**config.mk**
```make
export PLATFORM = sky130hd
export DESIGN_NAME = bus_arbiter
export DESIGN_NICKNAME = d
export VERILOG_FILES = /design/src/rtl/cpu_pkg.sv /design/src/rtl/rr_pick.sv /design/src/rtl/bus_arbiter.sv
export SDC_FILE = /design/constraint.sdc
export NUM_CORES = 1
export LEC_CHECK = 0
export CAP_MARGIN = 25
export CORE_ASPECT_RATIO = 1.2
export CORE_UTILIZATION = 50
export CTS_CLUSTER_SIZE = 12
export DETAILED_ROUTE_END_ITERATION = 10
export HOLD_SLACK_MARGIN = 0.1
export PLACE_DENSITY = 0.73
export SLEW_MARGIN = 0
export SYNTH_ARGS = -nofsm -noshare
export SYNTH_HDL_FRONTEND = slang
export SYNTH_SLANG_ARGS = --single-unit
```
**constraint.sdc**
```tcl
create_clock -name clock -period 8.8 [get_ports clock]
set_clock_uncertainty 0.15 [all_clocks]
set_input_delay 0.88 -clock clock [delete_from_list [all_inputs] [get_ports clock]]
set_output_delay 0.88 -clock clock [all_outputs]
set_load 0.02 [all_outputs]
```
**src/rtl/cpu_pkg.sv**
```systemverilog
// Shared CPU definitions: bus arbiter states
// and requester indices on the 8-bit bus.
package cpu_pkg;

  typedef enum logic [1:0] {
    ARB_IDLE,
    ARB_OWN,
    ARB_GAP
  } arb_state_e;

  localparam int REQ_RAX = 0;
  localparam int REQ_RBX = 1;
  localparam int REQ_RCX = 2;
  localparam int REQ_RDX = 3;
  localparam int REQ_ALU = 4;
  localparam int REQ_MEM = 5;

endpackage

```
**src/rtl/rr_pick.sv**
```systemverilog
// Round-robin pick: first request after last_ptr,
// scanning upward with wrap-around.
module rr_pick #(
  parameter int N_REQ = 6,
  localparam int IW = (N_REQ > 1) ? $clog2(N_REQ) : 1
) (
  input  logic [N_REQ-1:0] req_i,
  input  logic [IW-1:0]    last_i,
  output logic [N_REQ-1:0] gnt_o,
  output logic [IW-1:0]    idx_o,
  output logic             any_o
);

  logic [IW-1:0] p;

  // Scan last+1 .. last+N_REQ; first hit wins
  always_comb begin
    gnt_o = '0;
    idx_o = '0;
    any_o = 1'b0;
    p     = '0;
    for (int k = 1; k <= N_REQ; k++) begin
      p = IW'((int'(last_i) + k) % N_REQ);
      if (!any_o && req_i[p]) begin
        any_o    = 1'b1;
        gnt_o[p] = 1'b1;
        idx_o    = p;
      end
    end
  end

endmodule

```
**src/rtl/bus_arbiter.sv**
```systemverilog
// Round-robin bus arbiter with locked hold,
// hold timeout and optional turnaround gap.
module bus_arbiter
  import cpu_pkg::*;
#(
  parameter int N_REQ      = 6,
  parameter int MAX_HOLD   = 4,
  parameter int TURNAROUND = 1,
  localparam int IW = (N_REQ > 1) ? $clog2(N_REQ) : 1
) (
  input  logic             clock,
  input  logic             reset_n,
  input  logic [N_REQ-1:0] req,
  input  logic [N_REQ-1:0] lock,
  output logic [N_REQ-1:0] grant,
  output logic             grant_valid,
  output logic [IW-1:0]    grant_id,
  output logic             timeout
);

  localparam int HW = (MAX_HOLD > 1) ? $clog2(MAX_HOLD) : 1;
  localparam logic [HW-1:0] HMAX = HW'(MAX_HOLD - 1);
  localparam logic [IW-1:0] LAST0 = IW'(N_REQ - 1);
  localparam bit TMO_EN = (MAX_HOLD > 1);
  localparam bit GAP_EN = (TURNAROUND != 0);

  arb_state_e       state_q, state_d;
  logic [N_REQ-1:0] grant_q, grant_d;
  logic [IW-1:0]    id_q, id_d;
  logic [IW-1:0]    last_q, last_d;
  logic [HW-1:0]    hold_q, hold_d;
  logic             tmo_q, tmo_d;

  logic [N_REQ-1:0] pk_gnt;
  logic [IW-1:0]    pk_idx;
  logic             pk_any;
  logic             keep;
  logic             others;

  rr_pick #(.N_REQ(N_REQ)) u_pick (
    .req_i  (req),
    .last_i (last_q),
    .gnt_o  (pk_gnt),
    .idx_o  (pk_idx),
    .any_o  (pk_any)
  );

  // Next state: hold, release to gap/new owner, or idle
  always_comb begin
    state_d = state_q;
    grant_d = grant_q;
    id_d    = id_q;
    last_d  = last_q;
    hold_d  = hold_q;
    tmo_d   = 1'b0;
    keep    = req[id_q] & lock[id_q];
    others  = |(req & ~grant_q);
    unique case (state_q)
      ARB_OWN: begin
        if (keep && hold_q < HMAX) begin
          hold_d = hold_q + 1'b1;
        end else begin
          tmo_d = keep & TMO_EN;
          if (others && GAP_EN) begin
            state_d = ARB_GAP;
            grant_d = '0;
            id_d    = '0;
          end else if (pk_any) begin
            grant_d = pk_gnt;
            id_d    = pk_idx;
            last_d  = pk_idx;
            hold_d  = '0;
          end else begin
            state_d = ARB_IDLE;
            grant_d = '0;
            id_d    = '0;
          end
        end
      end
      ARB_IDLE, ARB_GAP: begin
        if (pk_any) begin
          state_d = ARB_OWN;
          grant_d = pk_gnt;
          id_d    = pk_idx;
          last_d  = pk_idx;
          hold_d  = '0;
        end else begin
          state_d = ARB_IDLE;
          grant_d = '0;
          id_d    = '0;
        end
      end
      default: begin
        state_d = ARB_IDLE;
        grant_d = '0;
        id_d    = '0;
      end
    endcase
  end

  // State and output registers, async clear
  always_ff @(posedge clock or negedge reset_n) begin
    if (!reset_n) begin
      state_q <= ARB_IDLE;
      grant_q <= '0;
      id_q    <= '0;
      last_q  <= LAST0;
      hold_q  <= '0;
      tmo_q   <= 1'b0;
    end else begin
      state_q <= state_d;
      grant_q <= grant_d;
      id_q    <= id_d;
      last_q  <= last_d;
      hold_q  <= hold_d;
      tmo_q   <= tmo_d;
    end
  end

  assign grant       = grant_q;
  assign grant_valid = |grant_q;
  assign grant_id    = id_q;
  assign timeout     = tmo_q;

endmodule
```
==> results.toml <==
[placement]
io_buffers = 24
dp_hpwl_mm = 4.13
dp_cells = 304
gp_congestion = 0.914
pre_cts_ws_ns = 4.10

[yosys]
synth_top_flop_cell = "dfrtp_1"
synth.distinct_cells = 72
syn_area_per_cell_sq_um = 8.77
synthesis.area_sq_mm = 0.00208
synth_edf_count = 0
yosys_register_bits = 17
yosys_warnings = 0
yosysSeqAreaShare_pct = 20.6
synthCells = 237
async_flop_share_pct = 100
synth_nets = 262

[global_route]
grt_pass1_wl_mm = 8.74
grt_pass1_vias = 1809
overflow = 0
grt_max_degree = 33
antenna_found_initial = 0
track_usage_pct = 26.5

[final_layout]
drive_above_1_share_pct = 15.0
n_antenna_cell = 0
layout_common_cells = "nand2_1, clkdlybuf4s50_1, inv_1, nor3_1, dfrtp_1"
instances_no_fill = 308
nNetsFinal = 280
syn_to_final_growth_pct = 13.4

[clocking]
clkSlewWorstSetupHoldPaths_ns = 0.06
cts_buffer_depth = 2
post_cts_resize_count = 0
cts.sinks = 17
postCtsSetupBuffers = 0
clkLatencyLatePin_ns = 0.25
cts-root-buf = "clkbuf_8"
postCtsHoldBufs = 0
htreeDepth = 1
cts_made_buffers = 3
cts_tree = "built"

[sta]
slew_viol_final = 0
tightest_slew_ns = 0.798
min_period_ns = 4.72
rsz0062_at_grt = "no"
tns_ns = 0
worst_slack_ns = 4.08
timing.slew.headroom_pct = 46.6
fmax_ghz = 0.212
hold_viol = 0
setup_violations = 0
min_period_over_period_pct = 53.6

[routing]
wl_per_cell_um = 17.4
vias = 1963
drt_wl_total_mm = 5.36
routed_via_density = 6.37
drt-initial-drc-count = 90
dr.pass1.iters = 4
drtAntennaViolNets = 0
route.detailed.drc = 0

[run_status]
status = "finished, final reports clean"

[setup_path]
critPathKind = "reg2reg"
endpoint_kind = "flip-flop"
arrival_ns = 4.69
cp-start-kind = "flip-flop"
cp_max_fo = 32
worstPathRequired_ns = 8.77

[run]
cap_violations = 0

[die]
num_rows = 25
ios = 25
start_util_pct = 52.3
die_y_um = 72.6
die_area_sq_mm = 0.00442
fp.dieW_um = 60.9
core-area_sq_mm = 0.00397

[min_path]
hold_path.class = "reg2reg"
## cells in the mapped netlist, drive strengths merged (4+ instances only)
cell type	count	share of area [%]
nand2	24	4.3
inv	18	3.2
a21oi	7	1.7
buf	10	3.4
ha	11	6.6
o41ai	4	2.6
o31ai	6	3.4
dfrtp	15	18
mux2i	4	2.3
o22ai	8	2.7
nor2	14	2.9
nor4	9	4.3
nand3	5	1.8
mux2	4	2.2
mux4	5	5.6
a211oi	5	1.8
nor2b	4	1.2
nor3	15	3.6
o21ai	14	3.4
nand2b	5	1.5
## layout make-up
cell class	instances	area, sq um
Clock buffer	4	45.0
Fill cell	372	1620
Inverter	19	71.3
Multi-Input combinational cell	190	1510
Sequential cell	17	428
Tap cell	54	67.6
Timing Repair Buffer	24	240
## stage by stage
step                instance area (sq um)  utilization [%]  hold WS [ns]
floorplan                            2080                -         0.292
global placement                     2310             58.2         0.318
detailed placement                   2310             58.2         0.323
CTS                                  2360             59.3         0.335
global route                         2360             59.3         0.364
finish                               2360             59.3         0.332
## final timing paths
check                                            from                       to  slack (ns)  cells after the start
worst max-delay path            last_q[0]$_DFFE_PN1P_  grant_id[1]$_DFFE_PN0P_        4.08                      9
worst min-delay path            hold_q[0]$_DFFE_PN0P_    hold_q[0]$_DFFE_PN0P_        0.33                      1
worst max register to register  last_q[0]$_DFFE_PN1P_  grant_id[1]$_DFFE_PN0P_        4.08                      9
worst min register to register  hold_q[0]$_DFFE_PN0P_    hold_q[0]$_DFFE_PN0P_        0.33                      1
max in group asynchronous                     reset_n   state_q[1]$_DFFE_PN0P_        7.12                      1
min in group asynchronous                     reset_n        timeout$_DFF_PN0_        0.92                      1
## cells by family after synthesis
family | after synthesis | share of synthesized area, %
AOI/OAI and AO/OA | 72 | 28.9
buffers and inverters | 30 | 7.04
DFF | 17 | 20.6
muxes | 13 | 10.0
xor gates and xnor gates | 4 | 2.05
adders and majority gates | 11 | 6.62
and+or+nand+nor | 90 | 24.7
## worst max-delay path: stages, from the launching register on
cell	delay [ns]
dfstp_2	0.95
clkinv_1	0.45
ha_1	0.76
or3_1	0.20
o22ai_1	0.08
o32ai_2	0.65
nand3_4	0.28
o41ai_4	0.79
a21o_1	0.16
o21ai_0	0.09
## layer usage
layer | GRT usage (%) | wire length [um] | vias up
met4 | 11.4 | 208 | 0
met2 | 44.3 | 2530 | 66
met3 | 1.95 | 203 | 19
li1 | - | - | 949
met5 | 0 | 0 | -
met1 | 34.7 | 2410 | 929
## registers in the layout (all words and copies together), names as in the netlist
signal    count
grant         6
grant_id      3
last_q        3
hold_q        2
state_q       2
timeout       1
Power is left out: the tool's default activity adds up to more than one toggle a clock period on the data nets, which glitch-free logic cannot reach.
==> patch 1, RTL diff (config.mk and constraints unchanged) <==
Register the output `timeout` once more; this adds one clock of latency there. The other outputs are not delayed to match.
--- a/src/rtl/bus_arbiter.sv
+++ b/src/rtl/bus_arbiter.sv
@@ -122,3 +122,5 @@
   assign grant_id    = id_q;
-  assign timeout     = tmo_q;
+  always_ff @(posedge clock) begin
+    timeout <= tmo_q;
+  end
 
Check against the original RTL: not equivalent (a bounded check fails within 10 cycles, from zero or initial values and one cycle with reset_n low).
==> patch 1 against the unedited design <==
- critical path depth increased by 1
- die area increased by 1.5%
- sequential cell count increased by 1
- sequential share of layout area increased by 0.46 points
- largest cell class unchanged
- critical path type unchanged
- area after synthesis increased by 1.6%
- utilization increased by 0.76 points
- setup slack improved by 0.098 ns
- cell area increased by 2.1%
- routed wire length increased by 7.3%
Power is not shown: default switching activity piles up to over one toggle a cycle in this logic, so the estimate is an artifact.
==> patch 1: results (changes against the unedited design) <==
Outcome
  – Run status: completed

Clock tree
  – Root cell of the clock tree: sky130_fd_sc_hd__clkbuf_8
  – Number of buffers inserted during clock tree synthesis: 3 (unchanged)
  – Setup Fix Bufs, Post-CTS: 0 (unchanged)
  – Reg clk slew, reported paths: 0.07 ns
  – Number of buffers on the longest clock path: 2 (unchanged)
  – Number of instances resized during post-cts repair: 0 (unchanged)
  – Insertion delay to the later sink of the worst-skew pair: 0.25 ns (about the same)
  – CTS HTree Levels: 1 (unchanged)

Worst hold path
  – Worst hold start: tmo_q
  – Min-delay worst type: reg -> reg

Drt
  – Wirelength, routed: 5750 um (+7.3%)
  – First-pass detailed-route iteration total: 4 (unchanged)
  – Top routing layer in use: met4
  – Routed metal-1 wire length: 2430 um (+0.75%)
  – Per-cell via count in the routed design: 6.39 (+0.33%)
  – Total met3 wirelength after detailed routing: 350 um (+72%)
  – Met2 Routed Length: 2820 um (+11%)
  – DR iter-0 viols: 123 (+37%)

Synth
  – Distinct cells, synth: 73 (+1.4%)
  – Cell types occupying the most area after synthesis: sky130_fd_sc_hd__dfrtp_1 (18%), sky130_fd_sc_hd__ha_1 (6.5%), sky130_fd_sc_hd__mux2i_1 (6.2%), sky130_fd_sc_hd__nand2_1 (4.4%), sky130_fd_sc_hd__a21oi_1 (3.8%)
  – Flip-flop cell with the highest count after synthesis: sky130_fd_sc_hd__dfrtp_1
  – Share of flip-flops with an asynchronous set or reset: 94.4% (-5.6 points)
  – Share of the yosys chip area belonging to registers: 21.2% (+0.63 points)
  – Net count after synthesis: 276 (+5.3%)
  – List of most frequent post-synthesis cells: sky130_fd_sc_hd__nand2_1 (25), sky130_fd_sc_hd__a21oi_1 (16), sky130_fd_sc_hd__dfrtp_1 (15)
  – Syn. warnings: 0 (unchanged)

Cells and area
  – Fraction of layout instances using a drive strength above 1: 10.4% (-4.5 points)
  – Flip-flop count of the largest register, all copies and words added: 6 (unchanged)
  – NumNets Final: 294 (+5.0%)
  – Diode count: 0 (unchanged)

Placed design
  – Setup WS pre-CTS: 4.28 ns (+0.177 ns)
  – Port Buf Inserts: 24 (unchanged)
  – Routability Congestion: 0.925 (+1.2%)
  – DP Wirelength: 4340 um (+5.2%)

Setup path
  – Worst flop-to-flop path startpoint: last_q[0]
  – Kind of critical path: reg -> reg
  – Data arrival at the endpoint of the critical path: 4.62 ns (-0.07 ns)
  – Biggest fanout along the worst timing path: 27 (-16%)

Global routing
  – Largest net degree at the start of global routing: 28 (-15%)
  – Number of antenna violations at the first check in global routing: 0 (unchanged)
  – Global-route wire length before repair: 9560 um (+9.4%)
  – Vias in the first global route: 1971 (+9.0%)
  – GR Util All Layers: 28.5% (+2.0 points)

STA
  – Slew @ Worst Pin: 0.782 ns (-0.0153 ns)
  – Number of pins exceeding their max-slew limit in the final report: 0 (unchanged)
[patch 1: changes by cell type after synthesis, sizes merged, moves of 6 or more]
| cell | change |
|---|---|
| a21oi | +10 |
| mux2i | +9 |
| nor3 | -8 |
| o22ai | -7 |
| o211ai | +6 |
[patch 1: stage by stage]
step                cells  utilization, %  area [um2]
floorplan             251               -        2110
global placement      318            58.7        2350
detailed placement    318            58.7        2350
CTS                   322            60.1        2410
global route          322            60.1        2410
finish                322            60.1        2410
[patch 1: layout make-up]
cell class / instances / area (um2)
Multi-Input combinational cell: 205 / 1530
Clock buffer: 4 / 55.1
Inverter: 17 / 63.8
Sequential cell: 18 / 448
Fill cell: 374 / 1600
Timing Repair Buffer: 24 / 240
Tap cell: 54 / 67.6
[patch 1: metal layers]
metal  up-vias  track usage, %
li1        996               -
met4         0            13.1
met2        82            46.1
met3        14            2.13
met5         -               0
met1       967            38.3
[patch 1: cell families after synthesis]
| family | Yosys count | synth area share [%] |
|---|---|---|
| AOI/OAI and AO/OA | 86 | 31.4 |
| and+or+nand+nor | 86 | 22.7 |
| buffers and inverters | 28 | 6.28 |
| muxes | 19 | 9.89 |
| DFF | 18 | 21.2 |
| adders and majority gates | 11 | 6.52 |
| xor gates and xnor gates | 3 | 1.95 |
[patch 1: path summary, 6_finish.rpt]
| kind | to | slack, ns | depth (start not counted) |
|---|---|---|---|
| worst min-delay path | timeout | 0.20 | 0 |
| min in group asynchronous | grant_id[0] | 0.93 | 1 |
| max in group asynchronous | hold_q[1] | 7.08 | 1 |
| worst min register to register | timeout | 0.20 | 0 |
| worst max register to register | grant[5] | 4.18 | 10 |
| worst max-delay path | grant[5] | 4.18 | 10 |
[patch 1: critical path, cell delays in order, from the launching register on]
cell and delay [ns]:
sky130_fd_sc_hd__dfstp_2 0.90, sky130_fd_sc_hd__clkinv_1 0.44, sky130_fd_sc_hd__ha_1 0.89, sky130_fd_sc_hd__nor4bb_1 0.29, sky130_fd_sc_hd__o21ai_1 0.10, sky130_fd_sc_hd__a32o_1 0.24
sky130_fd_sc_hd__and2_1 0.21, sky130_fd_sc_hd__mux2i_1 0.23, sky130_fd_sc_hd__nor4_4 0.56, sky130_fd_sc_hd__a211oi_1 0.17, sky130_fd_sc_hd__o32ai_1 0.32
==> patch 2, RTL diff (same flow settings) <==
Without the edit above. `N_REQ` is set to 6 in 2 places; all go to 12.
--- a/src/rtl/rr_pick.sv
+++ b/src/rtl/rr_pick.sv
@@ -3,3 +3,3 @@
 module rr_pick #(
-  parameter int N_REQ = 6,
+  parameter int N_REQ = 12,
   localparam int IW = (N_REQ > 1) ? $clog2(N_REQ) : 1
--- a/src/rtl/bus_arbiter.sv
+++ b/src/rtl/bus_arbiter.sv
@@ -5,3 +5,3 @@
 #(
-  parameter int N_REQ      = 6,
+  parameter int N_REQ      = 12,
   parameter int MAX_HOLD   = 4,
Interface: changed (resized grant, grant_id, lock and req); port bits go from 25 to 44. The function was not compared with the original's and may differ.
==> patch 2 against the unedited design <==
- cell area increased by 150%
- setup slack lost 1.9 ns
- routed wire length increased to 4.0 times the old value
- sequential cell count is 8 higher
- area after synthesis increased to 2.6 times the old value
- utilization shrank 3.2 points
- critical path type unchanged
- critical endpoint is now grant[11]
- highest routed layer unchanged
Power is left out: the tool's default activity adds up to more than one toggle a clock period on the data nets, which glitch-free logic cannot reach.
==> patch 2: results (changes against the unedited design) <==
Placed design
  – DP Wirelength: 16600 um (+300%)
  – Setup WS pre-CTS: 2.39 ns (-1.71 ns)
  – Routability Congestion: 1.04 (+14%)
  – Port Buf Inserts: 43 (+79%)

Drt
  – DR iter-0 viols: 747 (+730%)
  – Wire per inst: 25.0 um (+44%)
  – Total via count in the routed design: 6164 (+210%)
  – First-pass detailed-route iteration total: 5 (+1)

Synth
  – Cell count after synthesis: 712 (+200%)
  – Syn. warnings: 0 (unchanged)
  – List of most frequent post-synthesis cells: sky130_fd_sc_hd__nand2_1 (84), sky130_fd_sc_hd__nand3_1 (46), sky130_fd_sc_hd__nor2_1 (42)
  – Flip-flop cell with the highest count after synthesis: sky130_fd_sc_hd__dfrtp_1
  – Distinct cells, synth: 95 (+32%)
  – Cell types occupying the most area after synthesis: sky130_fd_sc_hd__dfrtp_1 (10%), sky130_fd_sc_hd__ha_1 (8.8%), sky130_fd_sc_hd__nand2_1 (5.9%), sky130_fd_sc_hd__mux4_2 (5.4%), sky130_fd_sc_hd__nand3_1 (4.3%)
  – Net count after synthesis: 776 (+200%)
  – Share of the yosys chip area belonging to registers: 11.7% (-8.9 points)

Global routing
  – Vias in the first global route: 5687 (+210%)
  – Number of antenna violations at the first check in global routing: 0 (unchanged)
  – Global-route wire length before repair: 32700 um (+270%)
  – GR Util All Layers: 37.1% (+11 points)
  – Largest net degree at the start of global routing: 33 (unchanged)

Setup path
  – Crit-path max cell delay: 0.82 ns (-0.13 ns)
  – Crit path max-delay cell type: sky130_fd_sc_hd__dfrtp_1
  – Biggest fanout along the worst timing path: 23 (-28%)
  – Data arrival at the endpoint of the critical path: 6.65 ns (+1.96 ns)

Cells and area
  – NumNets Final: 786 (+180%)
  – Fraction of layout instances using a drive strength above 1: 8.04% (-6.9 points)
  – Flip-flop count of the largest register, all copies and words added: 12 (+6)
  – Diode count: 0 (unchanged)
  – Fill count: 974 (+160%)
  – Number of non-filler instances in the completed layout: 850 (+180%)

Outcome
  – Run status: completed

STA
  – Slew @ Worst Pin: 0.976 ns (+0.179 ns)

Clock tree
  – Number of instances resized during post-cts repair: 0 (unchanged)
  – Insertion delay to the later sink of the worst-skew pair: 0.27 ns (+0.02 ns)
  – Root cell of the clock tree: sky130_fd_sc_hd__clkbuf_16
  – Number of buffers inserted during clock tree synthesis: 3 (unchanged)
==> patch 2: cell types whose count changed after synthesis, moves of 11 or more <==
| cell | unedited run | this run |
|---|---|---|
| sky130_fd_sc_hd__a32oi_1 | 0 | 12 |
| sky130_fd_sc_hd__a21o_1 | 1 | 14 |
| sky130_fd_sc_hd__a221oi_1 | 2 | 16 |
| sky130_fd_sc_hd__nor2_1 | 13 | 42 |
| sky130_fd_sc_hd__ha_1 | 11 | 38 |
| sky130_fd_sc_hd__clkbuf_1 | 1 | 22 |
| sky130_fd_sc_hd__a21oi_1 | 7 | 34 |
| sky130_fd_sc_hd__nor3_1 | 15 | 4 |
| sky130_fd_sc_hd__o21ai_0 | 10 | 33 |
| sky130_fd_sc_hd__inv_1 | 17 | 37 |
| sky130_fd_sc_hd__o211ai_1 | 1 | 18 |
| sky130_fd_sc_hd__nand2_1 | 24 | 84 |
| sky130_fd_sc_hd__nand3_1 | 4 | 46 |
==> patch 2: through the flow <==
stage	hold WS, ns	cell area [um2]	util (%)
2_1_floorplan	0.296	5380	-
3_3_place_gp	0.311	5790	55.3
3_5_place_dp	0.325	5800	55.4
4_1_cts	0.333	5880	56.2
5_1_grt	0.385	5880	56.2
6_report	0.332	5880	56.2
==> patch 2: cell type report <==
class / count / area (um2) / area share, %
tap: 129 / 161 / 2.75
sequential: 25 / 629 / 10.7
multi-input combinational: 603 / 4380 / 74.5
inverter: 40 / 150 / 2.55
timing repair buffer: 49 / 475 / 8.09
clock buffer: 3 / 75.1 / 1.28
clock inverter: 1 / 5.00 / 0.0851
==> patch 2: worst max-delay path: cells and delay by family (launching register included) <==
family	cells	cell delay, ns
flops	1	0.82
mux	1	0.18
simple gates	3	0.89
buf+inv	2	0.72
fa+ha+maj	3	0.97
xor+xnor	1	0.34
compound gates	8	2.45
==> patch 2: path summary, 6_finish.rpt <==
kind                                 from  slack (ns)  cells past startpoint   endpoint
min in group asynchronous         reset_n        0.84                      2  hold_q[1]
worst min-delay path            hold_q[0]        0.33                      1  hold_q[0]
worst min register to register  hold_q[0]        0.33                      1  hold_q[0]
max in group asynchronous         reset_n        7.34                      2  last_q[1]
worst max-delay path            last_q[2]        2.18                     18  grant[11]
worst max register to register  last_q[2]        2.18                     18  grant[11]
==> patch 2: kinds of logic (layout without fill, tap and decap cells) <==
kind of cell	Yosys count	after routing	share of synthesized area, %
AO/OA/AOI/OAI	249	249	34.7
flip-flops	25	25	11.7
buffers and inverters	84	93	6.77
XOR/XNOR	12	12	2.58
multiplexers	23	23	7.42
AND/OR/NAND/NOR	281	281	28.0
adder cells (fa/ha/maj)	38	38	8.84
==> patch 2: layer usage <==
metal	track usage (%)	part of all wire, %
met2	64.3	48
met3	3.26	8.1
met1	47.2	39
met5	0	0
met4	17.2	4.7
